==> src/rtl/jt49_multi_pkg.sv <==
// rtl/jt49_multi_pkg.sv - shared constants, types and helpers for the multi-channel PSG
// Contents: register address map, envelope shape fields, volume-to-log conversion.
package jt49_multi_pkg;

    localparam logic [4:0] A_NOISE = 5'h10;
    localparam logic [4:0] A_TDIS  = 5'h11;
    localparam logic [4:0] A_NDIS  = 5'h12;
    localparam logic [4:0] A_VOL0  = 5'h13;
    localparam logic [4:0] A_ENVLO = 5'h1B;
    localparam logic [4:0] A_ENVHI = 5'h1C;
    localparam logic [4:0] A_SHAPE = 5'h1D;

    typedef struct packed {
        logic cont;
        logic att;
        logic alt;
        logic hold;
    } env_shape_t;

    // Fixed 4-bit levels map onto every other step of the 5-bit log scale;
    // repeating the MSB as LSB lets level 15 reach the top step (31).
    function automatic logic [4:0] vol_to_log(input logic [3:0] lvl);
        return {lvl, lvl[3]};
    endfunction

endpackage

==> src/rtl/jt49_cen.sv <==
// rtl/jt49_cen.sv - prescaler producing the 1/16 and 1/256 audio clock enables
// Ports: clk, rst_n, cen (master enable), sel (0 = extra divide by 2), cen16, cen256 (single-cycle pulses).
module jt49_cen (
    input  logic clk,
    input  logic rst_n,
    input  logic cen,
    input  logic sel,
    output logic cen16,
    output logic cen256
);

    logic [8:0] cnt;

    always_ff @(posedge clk or negedge rst_n) begin
        if (!rst_n) begin
            cnt <= '0;
        end else if (cen) begin
            cnt <= cnt + 9'd1;
        end
    end

    always_comb begin
        if (sel) begin
            cen16  = cen & (&cnt[3:0]);
            cen256 = cen & (&cnt[7:0]);
        end else begin
            cen16  = cen & (&cnt[4:0]);
            cen256 = cen & (&cnt[8:0]);
        end
    end

endmodule

==> src/rtl/jt49_div.sv <==
// rtl/jt49_div.sv - programmable square-wave divider
// Ports: clk, rst_n, cen (step enable), period (0 acts as 1), div (toggles once per period steps).
module jt49_div #(
    parameter int W = 12
) (
    input  logic         clk,
    input  logic         rst_n,
    input  logic         cen,
    input  logic [W-1:0] period,
    output logic         div
);

    logic [W-1:0] cnt;
    logic [W-1:0] last;

    assign last = (period == '0) ? '0 : period - 1'b1;

    always_ff @(posedge clk or negedge rst_n) begin
        if (!rst_n) begin
            cnt <= '0;
            div <= 1'b0;
        end else if (cen) begin
            // >= rather than == so a period shortened mid-count wraps at once
            if (cnt >= last) begin
                cnt <= '0;
                div <= ~div;
            end else begin
                cnt <= cnt + 1'b1;
            end
        end
    end

endmodule

==> src/rtl/jt49_eg.sv <==
// rtl/jt49_eg.sv - 32-step envelope generator
// Ports: clk, rst_n, cen (cen256), step (divider tick), restart, null_period, ctrl (shape), env (5-bit log level).
module jt49_eg
    import jt49_multi_pkg::*;
(
    input  logic       clk,
    input  logic       rst_n,
    input  logic       cen,
    input  logic       step,
    input  logic       restart,
    input  logic       null_period,
    input  logic [3:0] ctrl,
    output logic [4:0] env
);

    env_shape_t sh;
    logic [4:0] cnt;
    logic       att;
    logic       stop;

    assign sh  = env_shape_t'(ctrl);
    // att selects rising (count up) or falling (inverted count) slope
    assign env = att ? cnt : ~cnt;

    always_ff @(posedge clk or negedge rst_n) begin
        if (!rst_n) begin
            cnt  <= 5'h1F;
            att  <= 1'b0;
            stop <= 1'b1;
        end else if (cen) begin
            if (restart) begin
                cnt  <= 5'd0;
                att  <= sh.att;
                stop <= 1'b0;
            end else if ((step || null_period) && !stop) begin
                if (cnt != 5'h1F) begin
                    cnt <= cnt + 5'd1;
                end else if (!sh.cont) begin
                    // one-shot shapes settle at silence
                    stop <= 1'b1;
                    att  <= 1'b0;
                end else if (sh.hold) begin
                    stop <= 1'b1;
                    if (sh.alt) att <= ~att;
                end else begin
                    if (sh.alt) att <= ~att;
                    cnt <= 5'd0;
                end
            end
        end
    end

endmodule

==> src/rtl/jt49_exp.sv <==
// rtl/jt49_exp.sv - 5-bit log level to 8-bit linear amplitude lookup
// Ports: din (log level, 0 = silence, 31 = full scale), dout (linear level).
module jt49_exp (
    input  logic [4:0] din,
    output logic [7:0] dout
);

    always_comb begin
        dout = 8'd0;
        case (din)
            5'd0:  dout = 8'd0;    5'd1:  dout = 8'd1;
            5'd2:  dout = 8'd1;    5'd3:  dout = 8'd2;
            5'd4:  dout = 8'd2;    5'd5:  dout = 8'd3;
            5'd6:  dout = 8'd3;    5'd7:  dout = 8'd4;
            5'd8:  dout = 8'd5;    5'd9:  dout = 8'd6;
            5'd10: dout = 8'd7;    5'd11: dout = 8'd8;
            5'd12: dout = 8'd9;    5'd13: dout = 8'd11;
            5'd14: dout = 8'd13;   5'd15: dout = 8'd16;
            5'd16: dout = 8'd19;   5'd17: dout = 8'd23;
            5'd18: dout = 8'd27;   5'd19: dout = 8'd32;
            5'd20: dout = 8'd38;   5'd21: dout = 8'd45;
            5'd22: dout = 8'd54;   5'd23: dout = 8'd64;
            5'd24: dout = 8'd76;   5'd25: dout = 8'd90;
            5'd26: dout = 8'd107;  5'd27: dout = 8'd128;
            5'd28: dout = 8'd152;  5'd29: dout = 8'd180;
            5'd30: dout = 8'd214;  5'd31: dout = 8'd255;
            default: dout = 8'd0;
        endcase
    end

endmodule

==> src/rtl/jt49_multi_ch.sv <==
// rtl/jt49_multi_ch.sv - one tone channel: divider, mixer flop, log flop, exp conversion
// Ports: clk, rst_n, clk_en, cen16, period, tone_dis, noise_dis, vol (bit4 = use envelope), env, noise, level.
module jt49_multi_ch
    import jt49_multi_pkg::*;
#(
    parameter int TW = 12
) (
    input  logic          clk,
    input  logic          rst_n,
    input  logic          clk_en,
    input  logic          cen16,
    input  logic [TW-1:0] period,
    input  logic          tone_dis,
    input  logic          noise_dis,
    input  logic [4:0]    vol,
    input  logic [4:0]    env,
    input  logic          noise,
    output logic [7:0]    level
);

    logic       tone;
    logic       mix;
    logic [4:0] log_lvl;

    jt49_div #(.W(TW)) u_div (
        .clk    (clk),
        .rst_n  (rst_n),
        .cen    (cen16),
        .period (period),
        .div    (tone)
    );

    always_ff @(posedge clk or negedge rst_n) begin
        if (!rst_n) begin
            mix     <= 1'b0;
            log_lvl <= 5'd0;
        end else if (clk_en) begin
            // a disable bit forces its source high, so both set gives DC
            mix <= (noise | noise_dis) & (tone | tone_dis);
            if (!mix)
                log_lvl <= 5'd0;
            else if (vol[4])
                log_lvl <= env;
            else
                log_lvl <= vol_to_log(vol[3:0]);
        end
    end

    jt49_exp u_exp (
        .din  (log_lvl),
        .dout (level)
    );

endmodule

==> src/rtl/jt49_noise.sv <==
// rtl/jt49_noise.sv - 17-bit LFSR noise source with 5-bit period divider
// Ports: clk, rst_n, cen (step enable), period (0 acts as 1), noise (LFSR output bit).
module jt49_noise (
    input  logic       clk,
    input  logic       rst_n,
    input  logic       cen,
    input  logic [4:0] period,
    output logic       noise
);

    logic [4:0]  cnt;
    logic [4:0]  last;
    logic [16:0] lfsr;

    assign last  = (period == 5'd0) ? 5'd0 : period - 5'd1;
    assign noise = lfsr[0];

    always_ff @(posedge clk or negedge rst_n) begin
        if (!rst_n) begin
            cnt  <= 5'd0;
            lfsr <= '0;
        end else if (cen) begin
            if (cnt >= last) begin
                cnt <= 5'd0;
                // an all-zero register injects a 1 so the LFSR cannot lock up
                lfsr <= {lfsr[0] ^ lfsr[3] ^ (lfsr == 17'd0), lfsr[16:1]};
            end else begin
                cnt <= cnt + 5'd1;
            end
        end
    end

endmodule

==> src/rtl/jt49_multi.sv <==
// rtl/jt49_multi.sv - parametrised PSG: CH tone channels, shared noise and envelope
// Ports: clk, rst_n (async, active low), clk_en, sel, cs_n/wr_n/addr/din/dout register bus,
//        chan (8 bits per channel, channel k at [8k+7:8k]), sound (registered channel sum).
module jt49_multi
    import jt49_multi_pkg::*;
#(
    parameter int CH = 3,
    parameter int TW = 12,
    parameter int SW = 8 + $clog2(CH) + 1
) (
    input  logic            rst_n,
    input  logic            clk,
    input  logic            clk_en,
    input  logic            sel,
    input  logic            cs_n,
    input  logic            wr_n,
    input  logic [4:0]      addr,
    input  logic [7:0]      din,
    output logic [7:0]      dout,
    output logic [8*CH-1:0] chan,
    output logic [SW-1:0]   sound
);

    logic [7:0]    tone_lo [CH];
    logic [TW-9:0] tone_hi [CH];
    logic [4:0]    vol     [CH];
    logic [4:0]    noise_per;
    logic [CH-1:0] tone_dis;
    logic [CH-1:0] noise_dis;
    logic [7:0]    env_lo;
    logic [7:0]    env_hi;
    logic [3:0]    shape;

    logic [7:0]    rd_data;
    logic          last_strobe;
    logic          restart_req;
    logic          cen16;
    logic          cen256;
    logic          noise;
    logic [15:0]   env_per;
    logic [15:0]   env_cnt;
    logic          env_null;
    logic          env_tick;
    logic [4:0]    env;
    logic [SW-1:0] sum_c;

    // Register file: level-sensitive write on every strobed clock
    always_ff @(posedge clk or negedge rst_n) begin
        if (!rst_n) begin
            for (int k = 0; k < CH; k++) begin
                tone_lo[k] <= '0;
                tone_hi[k] <= '0;
                vol[k]     <= '0;
            end
            noise_per <= '0;
            tone_dis  <= '0;
            noise_dis <= '0;
            env_lo    <= '0;
            env_hi    <= '0;
            shape     <= '0;
        end else if (!cs_n && !wr_n) begin
            for (int k = 0; k < CH; k++) begin
                if (addr == 5'(2 * k))       tone_lo[k] <= din;
                if (addr == 5'(2 * k + 1))   tone_hi[k] <= din[TW-9:0];
                if (addr == A_VOL0 + 5'(k))  vol[k]     <= din[4:0];
            end
            case (addr)
                A_NOISE: noise_per <= din[4:0];
                A_TDIS:  tone_dis  <= din[CH-1:0];
                A_NDIS:  noise_dis <= din[CH-1:0];
                A_ENVLO: env_lo    <= din;
                A_ENVHI: env_hi    <= din;
                A_SHAPE: shape     <= din[3:0];
                default: ;
            endcase
        end
    end

    always_comb begin
        rd_data = 8'd0;
        for (int k = 0; k < CH; k++) begin
            if (addr == 5'(2 * k))       rd_data = tone_lo[k];
            if (addr == 5'(2 * k + 1))   rd_data = 8'(tone_hi[k]);
            if (addr == A_VOL0 + 5'(k))  rd_data = 8'(vol[k]);
        end
        case (addr)
            A_NOISE: rd_data = 8'(noise_per);
            A_TDIS:  rd_data = 8'(tone_dis);
            A_NDIS:  rd_data = 8'(noise_dis);
            A_ENVLO: rd_data = env_lo;
            A_ENVHI: rd_data = env_hi;
            A_SHAPE: rd_data = 8'(shape);
            default: ;
        endcase
    end

    always_ff @(posedge clk or negedge rst_n) begin
        if (!rst_n) begin
            dout <= 8'd0;
        end else if (!cs_n) begin
            dout <= rd_data;
        end
    end

    // Restart request: set by a strobe falling edge on the shape register,
    // consumed by the next cen256. A new edge on the consuming clock wins,
    // so back-to-back shape writes are never lost. Runs regardless of clk_en.
    always_ff @(posedge clk or negedge rst_n) begin
        if (!rst_n) begin
            last_strobe <= 1'b1;
            restart_req <= 1'b0;
        end else begin
            last_strobe <= cs_n | wr_n;
            restart_req <= (restart_req & ~cen256)
                         | (last_strobe & ~(cs_n | wr_n) & (addr == A_SHAPE));
        end
    end

    jt49_cen u_cen (
        .clk    (clk),
        .rst_n  (rst_n),
        .cen    (clk_en),
        .sel    (sel),
        .cen16  (cen16),
        .cen256 (cen256)
    );

    jt49_noise u_noise (
        .clk    (clk),
        .rst_n  (rst_n),
        .cen    (cen16),
        .period (noise_per),
        .noise  (noise)
    );

    assign env_per  = {env_hi, env_lo};
    assign env_null = (env_per == 16'd0);
    assign env_tick = (env_cnt >= env_per - 16'd1);

    always_ff @(posedge clk or negedge rst_n) begin
        if (!rst_n) begin
            env_cnt <= 16'd0;
        end else if (cen256) begin
            env_cnt <= (env_null || env_tick) ? 16'd0 : env_cnt + 16'd1;
        end
    end

    jt49_eg u_eg (
        .clk         (clk),
        .rst_n       (rst_n),
        .cen         (cen256),
        .step        (env_tick),
        .restart     (restart_req),
        .null_period (env_null),
        .ctrl        (shape),
        .env         (env)
    );

    for (genvar k = 0; k < CH; k++) begin : g_ch
        jt49_multi_ch #(.TW(TW)) u_ch (
            .clk       (clk),
            .rst_n     (rst_n),
            .clk_en    (clk_en),
            .cen16     (cen16),
            .period    ({tone_hi[k], tone_lo[k]}),
            .tone_dis  (tone_dis[k]),
            .noise_dis (noise_dis[k]),
            .vol       (vol[k]),
            .env       (env),
            .noise     (noise),
            .level     (chan[8*k +: 8])
        );
    end

    always_comb begin
        sum_c = '0;
        for (int k = 0; k < CH; k++) begin
            sum_c = sum_c + SW'(chan[8*k +: 8]);
        end
    end

    always_ff @(posedge clk or negedge rst_n) begin
        if (!rst_n) begin
            sound <= '0;
        end else if (clk_en) begin
            sound <= sum_c;
        end
    end

endmodule
==> config.mk <==
export PLATFORM = sky130hd
export DESIGN_NAME = jt49_multi
export DESIGN_NICKNAME = d
export VERILOG_FILES = /design/src/rtl/jt49_multi_pkg.sv /design/src/rtl/jt49_cen.sv /design/src/rtl/jt49_div.sv /design/src/rtl/jt49_eg.sv /design/src/rtl/jt49_exp.sv /design/src/rtl/jt49_multi_ch.sv /design/src/rtl/jt49_noise.sv /design/src/rtl/jt49_multi.sv
export SDC_FILE = /design/constraint.sdc
export NUM_CORES = 1
export LEC_CHECK = 0
export ABC_CLOCK_PERIOD_IN_PS = 5600
export BUFFER_PORTS_ARGS = -buffer_cell sky130_fd_sc_hd__clkbuf_2
export CAP_MARGIN = 15
export CORE_ASPECT_RATIO = 1.75
export CORE_MARGIN = 4
export CORE_UTILIZATION = 25
export CTS_BUF_LIST = sky130_fd_sc_hd__clkbuf_4
export CTS_CLUSTER_SIZE = 30
export DETAILED_ROUTE_END_ITERATION = 8
export HOLD_SLACK_MARGIN = 0.05
export PLACE_DENSITY = 0.43
export REMOVE_ABC_BUFFERS = 1
export SETUP_SLACK_MARGIN = 0.4
export SLEW_MARGIN = 10
export SYNTH_ARGS = -nofsm -noshare
export SYNTH_HDL_FRONTEND = slang
export SYNTH_SLANG_ARGS = --single-unit
==> constraint.sdc <==
create_clock -name clk -period 5.6 [get_ports clk]
set_input_delay 0.56 -clock clk [delete_from_list [all_inputs] [get_ports clk]]
set_output_delay 0.56 -clock clk [all_outputs]
set_load 0.05 [all_outputs]
==> out/metrics.yaml, run 1 <==
outcome: "completed"
clock.fmax_ghz: 0.247
setup_ws_ns: 1.56
grt_pass1_vias: 11500
rsz0062_at_grt: "no"
ioPinCount: 62
fin_tns_setup_ns: 0
relSlewSlack: 0.338
firstDrtPassIters: 7
syn2layout_area_growth_pct: 12.3
worst_slew_pin_slew_ns: 0.985
portBuffers: 60
reg2regPathDepth: 12
hp-class: "input pin to flop"
die_height_um: 320
synthFlopType: "dfrtp_1"
worstSetupStartpointType: "flop"
drive_gt1_frac: 0.207
wl_per_cell_um: 18.5
fin_util: 0.284
remaining_drc_errors: 0
comb_power_share: 0.264
leakagePower_nw: 7.04
track_usage: 0.136
grt_max_degree: 111
dr.first_iter.drc_count: 552
maxCapViolCount: 0
clock_latency_ns: 0.77
p_per_area_mw_per_mm2: 294
synth_top_area_share: 0.370
finalSetupViolations: 0
fp-row-count: 114
ant_nets: 0
ir_drop_mv: 0.117
synthArstFlopShare: 1.00
ys_types: 87
worst_ep_arrival_time_ns: 4.65
viasPerCell: 5.00
antenna_found_initial: 5
slew_violations: 0
synth-edff-count: 0
crit_type: "flop to flop"
seq_power_share: 0.420
numCtsBuffers: 53
multi_input_area_sq_mm: 0.00812
final-seq-area_sq_mm: 0.00534
post-place-ws_ns: 1.53
fin_skew_ns: 0.0683
dpl-instance-area_sq_mm: 0.0149
p_sw_frac: 0.352
htree_levels: 2
fp.dieW_um: 187
finalHoldViolations: 0
clock_path_buffers: 3
die_area_sq_mm: 0.0598
start_util: 0.253
synthCells: 1427
p_sw_mw: 1.62
cts_sinks: 213
root_buffer: "clkbuf_4"
drt-total-wl_um: 41100
overflow: 0
dp_cells: 2128
yosysWarnings: 0
total_power_mw: 4.61
final_cells: 2225
cp_max_fo: 15
dp_hpwl_um: 31000
timing.final.crit_share: 0.722
cp.required_ns: 6.21
nFillCells: 5728
finalNetCount: 1608
min_path_cells: 2
synth.largest_area_cell: "dfrtp_1"
cts_tree: "built"
route.vias.total: 11100
grt_pass1_wl_um: 65600
core_sq_mm: 0.0552
syn_avg_cell_area_sq_um: 9.77
routabilityCongestion: 0.868
netlist_area_sq_mm: 0.0139
power_frac_clock: 0.316
min_period_ns: 4.04
holdWs_ns: 0.148
ys_seq_area_frac: 0.383
synth-seq-cells: 213
synthTopCellsByArea: "dfrtp_1 (37%), mux2_2 (9.4%), ha_1 (8.2%)"
internal_power_mw: 2.99
path_clk_slew_ns: 0.07
finalInstanceArea_sq_mm: 0.0157
crit_path_end_kind: "flop"
-- timing repair --
item	in CTS	in global routing
hold buffers	2	0
setup buffers	0	0
resized for setup	0	0
hold endpoints to repair	112	0
-- worst paths after layout --
path	startpoint	to	slack, ns
worst max-delay path	env_lo[2]	env_cnt[13]	1.56
worst min-delay path	din[6]	env_hi[6]	0.15
worst max register to register	env_lo[2]	env_cnt[13]	1.56
worst min register to register	u_cen.cnt[7]	u_cen.cnt[7]	0.47
max in group asynchronous	rst_n	env_lo[2]	3.94
min in group asynchronous	rst_n	u_cen.cnt[2]	0.48
-- flip-flops by register name, summed over array words and instances (netlist names), 4 cells and up --
| name | flops |
|---|---|
| tone_hi | 12 |
| g_ch.u_ch.u_div.cnt | 36 |
| noise_per | 5 |
| u_noise.lfsr | 17 |
| g_ch.u_ch.log_lvl | 15 |
| u_noise.cnt | 5 |
| tone_lo | 24 |
| u_eg.cnt | 5 |
| dout | 8 |
| sound | 10 |
| env_cnt | 16 |
| shape | 4 |
| u_cen.cnt | 9 |
| env_hi | 8 |
| env_lo | 8 |
| vol | 15 |
-- layout by cell type (no fill, tap or decap), drive strengths merged, types with 17 or more instances in the layout --
cell	count
mux2i	17
nand2	139
clkbuf	135
nor2b	20
nand4	22
nor4	23
nor2	71
inv	60
xor2	36
o21ai	68
dfrtp	206
and3	17
nor3	47
a21o	23
nand3	37
nand2b	29
a21oi	76
ha	91
xnor2	43
mux2	116
-- kinds of logic (layout without fill, tap and decap cells) --
kind of cell,after synthesis,after routing,share of synthesized area
flops,213,213,0.383
xor+xnor,79,79,0.0496
buf+inv,120,220,0.0355
simple gates,457,457,0.170
mux,136,136,0.111
compound gates,321,321,0.156
other cells,1,3,0.000269
fa+ha+maj,100,100,0.0946
-- per-layer routing --
layer  vias up  routed length [um]  global-route usage
met3        96                1560              0.0250
met2       210               22300               0.262
met4         6                2000              0.0687
li1       5383                   -                   -
met1      5428               15200               0.140
met5         -                  45                   0
-- worst max-delay path, stage by stage, from the launching register on --
cell      delay [ns]
dfrtp_1         0.45
nor3_1          0.32
nor3b_1         0.52
nand2_1         0.21
nor3_1          0.26
xnor2_1         0.16
ha_1            0.27
nand4_1         0.17
nor3_1          0.09
a211o_1         0.30
a211oi_4        0.59
nand2_2         0.26
o41ai_2         0.35
-- power groups by stage --
stage               Clock (mW)  Sequential [mW]  Combinational [mW]
floorplan                    0             1.90               0.884
global placement             0             1.97                1.21
detailed placement           0             1.97                1.23
CTS                       1.54             1.94                1.24
global route              1.60             1.97                1.39
finish                    1.46             1.94                1.22
-- cell type report --
type,instances,area share
diodes,2,0.000320
clock buffers,76,0.0364
clock inverters,17,0.00967
inverters,59,0.0141
multi-input cells,1094,0.518
flip-flops and latches,213,0.341
well taps,696,0.0556
repair buffers,68,0.0248
-- Yosys cell counts, types with 36 or more instances --
master	instances
nand2_1	138
mux2_2	116
dfrtp_1	206
a21oi_1	76
inv_1	57
xor2_1	36
nor3_1	43
xnor2_1	43
o21ai_0	62
ha_1	91
nor2_1	69
nand3_1	37
No activity file was read; power rests on OpenSTA's default activity.
==> run 2, diff against run 1 <==
Settings changed: ABC_AREA set to 1, ABC_CLOCK_PERIOD_IN_PS 5600 to 3450, PLACE_DENSITY 0.43 to 0.45.
Clock period 5.6 ns to 3.45 ns, I/O delays scaled along.
==> run 2 against run 1 <==
  * Hold slack improved by 0.016 ns
  * Global-route usage grew 1.2 points
  * Utilization rose by 2.2 points
  * First-iteration DRC count rose by 21%
==> out/metrics.yaml, run 2 <==
p_per_area_mw_per_mm2: 572
crit_path_end_kind: "flop"
mostFrequentLayoutCell: "nand2_1"
maxCapViolCount: 0
firstDrtPassIters: 7
finalNetCount: 2088
comb_power_share: 0.388
antenna_found_initial: 2
fin_skew_ns: 0.0349
ioPinCount: 62
dp_hpwl_um: 33400
leakagePower_nw: 7.87
viasPerCell: 4.68
synth-edff-count: 0
synthFlopType: "dfrtp_1"
clock_path_buffers: 3
cp.required_ns: 4.13
fp-row-count: 113
portBuffers: 60
syn_avg_cell_area_sq_um: 7.54
min_period_ns: 3.07
max_stage_delay_ns: 0.51
die_area_sq_mm: 0.0585
numCtsBuffers: 55
p_sw_frac: 0.416
route.vias.total: 12600
syn2layout_area_growth_pct: 21.5
worst_slew_pin_slew_ns: 0.789
grt_pass1_vias: 12700
die_height_um: 317
synthCells: 1808
slew_violations: 0
start_util: 0.252
synthArstFlopShare: 1.00
relSlewSlack: 0.474
finalHoldViolations: 0
synth.largest_area_cell: "dfrtp_1"
timing.final.crit_share: 0.889
track_usage: 0.148
synth_most_common_cell: "nand2_1"
cts_sinks: 213
drt-total-wl_um: 43900
netlist_area_sq_mm: 0.0136
synthTopCellsByArea: "dfrtp_1 (38%), nand2_1 (13%), ha_1 (8.3%)"
grt_max_degree: 90
seq_power_share: 0.375
final_cell_mix: "nand2_1 (430), dfrtp_1 (194), inv_1 (188), nor2_1 (180), o21ai_0 (161)"
routabilityCongestion: 0.902
ys_types: 54
hp-class: "input pin to asynchronous set/reset pin"
reg.largest.list: "g_ch.u_ch.u_div.cnt (36), tone_lo (24), u_noise.lfsr (17)"
remaining_drc_errors: 0
dr.first_iter.drc_count: 668
crit_family: "adder cells"
ys_seq_area_frac: 0.391
r2r-start: "g_ch[0].u_ch.log_lvl[4]"
yosysWarnings: 0
overflow: 0
fin_util: 0.306
worst_path_max_delay_cell: "fa_1"
cp_max_fo: 8
worstSetupStartpointType: "flop"
path_clk_slew_ns: 0.09
grt_pass1_wl_um: 68400
path_cells: "inv_1, o32ai_1, a21oi_1, o21ai_1, inv_2, fa_1, ha_2, inv_2, fa_2, inv_2, nand3_2, nand2_2, nand2_2, nand2_2, a21oi_4, xor2_1, o21ai_1"
post-place-ws_ns: 0.0776
ant_nets: 0
clock.fmax_ghz: 0.326
crit_start: "g_ch[0].u_ch.log_lvl[4]"
drive_gt1_frac: 0.195
ir_drop_mv: 0.192
synth_common_cells: "nand2_1 (456), inv_1 (210), dfrtp_1 (206)"
synth-seq-cells: 213
core_sq_mm: 0.0542
outcome: "completed"
holdWs_ns: 0.163
htree_levels: 2
crit_buf_inv: 4
cts_tree: "built"
internal_power_mw: 5.53
crit_type: "flop to flop"
worst_ep_arrival_time_ns: 3.75
fp.dieW_um: 185
wl_per_cell_um: 16.3
top_register: "g_ch.u_ch.u_div.cnt"
p_sw_mw: 3.94
rsz0062_at_grt: "yes"
synth_top_area_share: 0.378
root_buffer: "clkbuf_4"
setup_ws_ns: 0.383
largest_reg_flops: 36
finalSetupViolations: 0
power_frac_clock: 0.237
clock_latency_ns: 0.76
## run 2: cell count changes in the layout (fill, tap and decap cells not counted), moves of 18 or more
cell	previous run	this run
buf_4	5	67
mux2_2	116	0
nor2_1	69	180
ha_1	91	73
nand2b_1	29	0
xnor2_1	43	13
inv_2	2	25
inv_1	57	188
nor2b_1	19	0
nand2_1	138	430
a21o_1	23	1
o21ai_0	62	161
nand2_2	1	24
nand3_1	37	67
## run 2: worst paths after layout
check | cells after the start | slack, ns | to
worst min register to register | 2 | 0.47 | u_eg.stop
worst min-delay path | 2 | 0.16 | g_ch[1].u_ch.u_div.cnt[11]
worst max register to register | 17 | 0.38 | sound[7]
worst max-delay path | 17 | 0.38 | sound[7]
min in group clk | 6 | 0.18 | dout[4]
max in group asynchronous | 3 | 2.29 | g_ch[2].u_ch.log_lvl[3]
## run 2: metrics by stage
step / cell area [sq um] / total power, mW / cells / setup TNS (ns)
detailed placement: 15000 / 6.94 / 2564 / 0
global placement: 15000 / 6.85 / 2564 / 0
global route: 16600 / 10.3 / 2694 / 0
finish: 16600 / 9.48 / 2695 / 0
CTS: 16000 / 9.37 / 2675 / 0
floorplan: 13500 / 5.80 / 1772 / -2.92
## run 2: worst register-to-register path: cells and delay by family (launching register included)
family	cells	cell delay (ns)
AO/OA/AOI/OAI	5	0.66
XOR/XNOR	1	0.15
adder cells (fa/ha/maj)	3	1.06
buffers and inverters	4	0.38
flip-flops	1	0.49
AND/OR/NAND/NOR	4	0.27
## run 2: cell families after synthesis
group	synth area share
xor gates and xnor gates	0.0379
buffers and inverters	0.0715
and+or+nand+nor	0.268
adders and majority gates	0.0967
other	0.000275
DFF	0.391
AOI/OAI and AO/OA	0.134
## run 2: final cells by class
type	count	area [sq um]
Multi-Input combinational cell	1342	7900
Antenna cell	2	5.00
Sequential cell	213	5350
Timing Repair inverter	1	7.51
Clock buffer	75	563
Timing Repair Buffer	138	936
Inverter	218	832
Fill cell	5800	37600
Clock inverter	16	114
Tap cell	690	863
## run 2: routing by layer
| layer | vias up | part of all wire | global-route usage |
|---|---|---|---|
| met1 | 5951 | 0.35 | 0.147 |
| met4 | 0 | 0.051 | 0.0762 |
| met3 | 101 | 0.036 | 0.0223 |
| met2 | 237 | 0.56 | 0.291 |
| met5 | - | 0 | 0 |
| li1 | 6318 | - | - |
## run 2: what timing repair did
item | CTS | global route
hold buffers | 8 | 0
setup buffers | 12 | 16
endpoints found under the hold margin | 107 | 0
pin swaps | 22 | 37
gates cloned | 0 | 2
gates resized for setup | 60 | 128
setup endpoints to repair | 51 | 82
## run 2: power by group through the flow
| stage | clock network, mW | registers, mW | logic, mW |
|---|---|---|---|
| final | 2.25 | 3.56 | 3.67 |
| after global routing | 2.46 | 3.63 | 4.20 |
| after CTS | 2.36 | 3.54 | 3.46 |
| after detailed placement | 0 | 3.58 | 3.36 |
| after global placement | 0 | 3.56 | 3.29 |
| after floorplan | 0 | 3.48 | 2.31 |
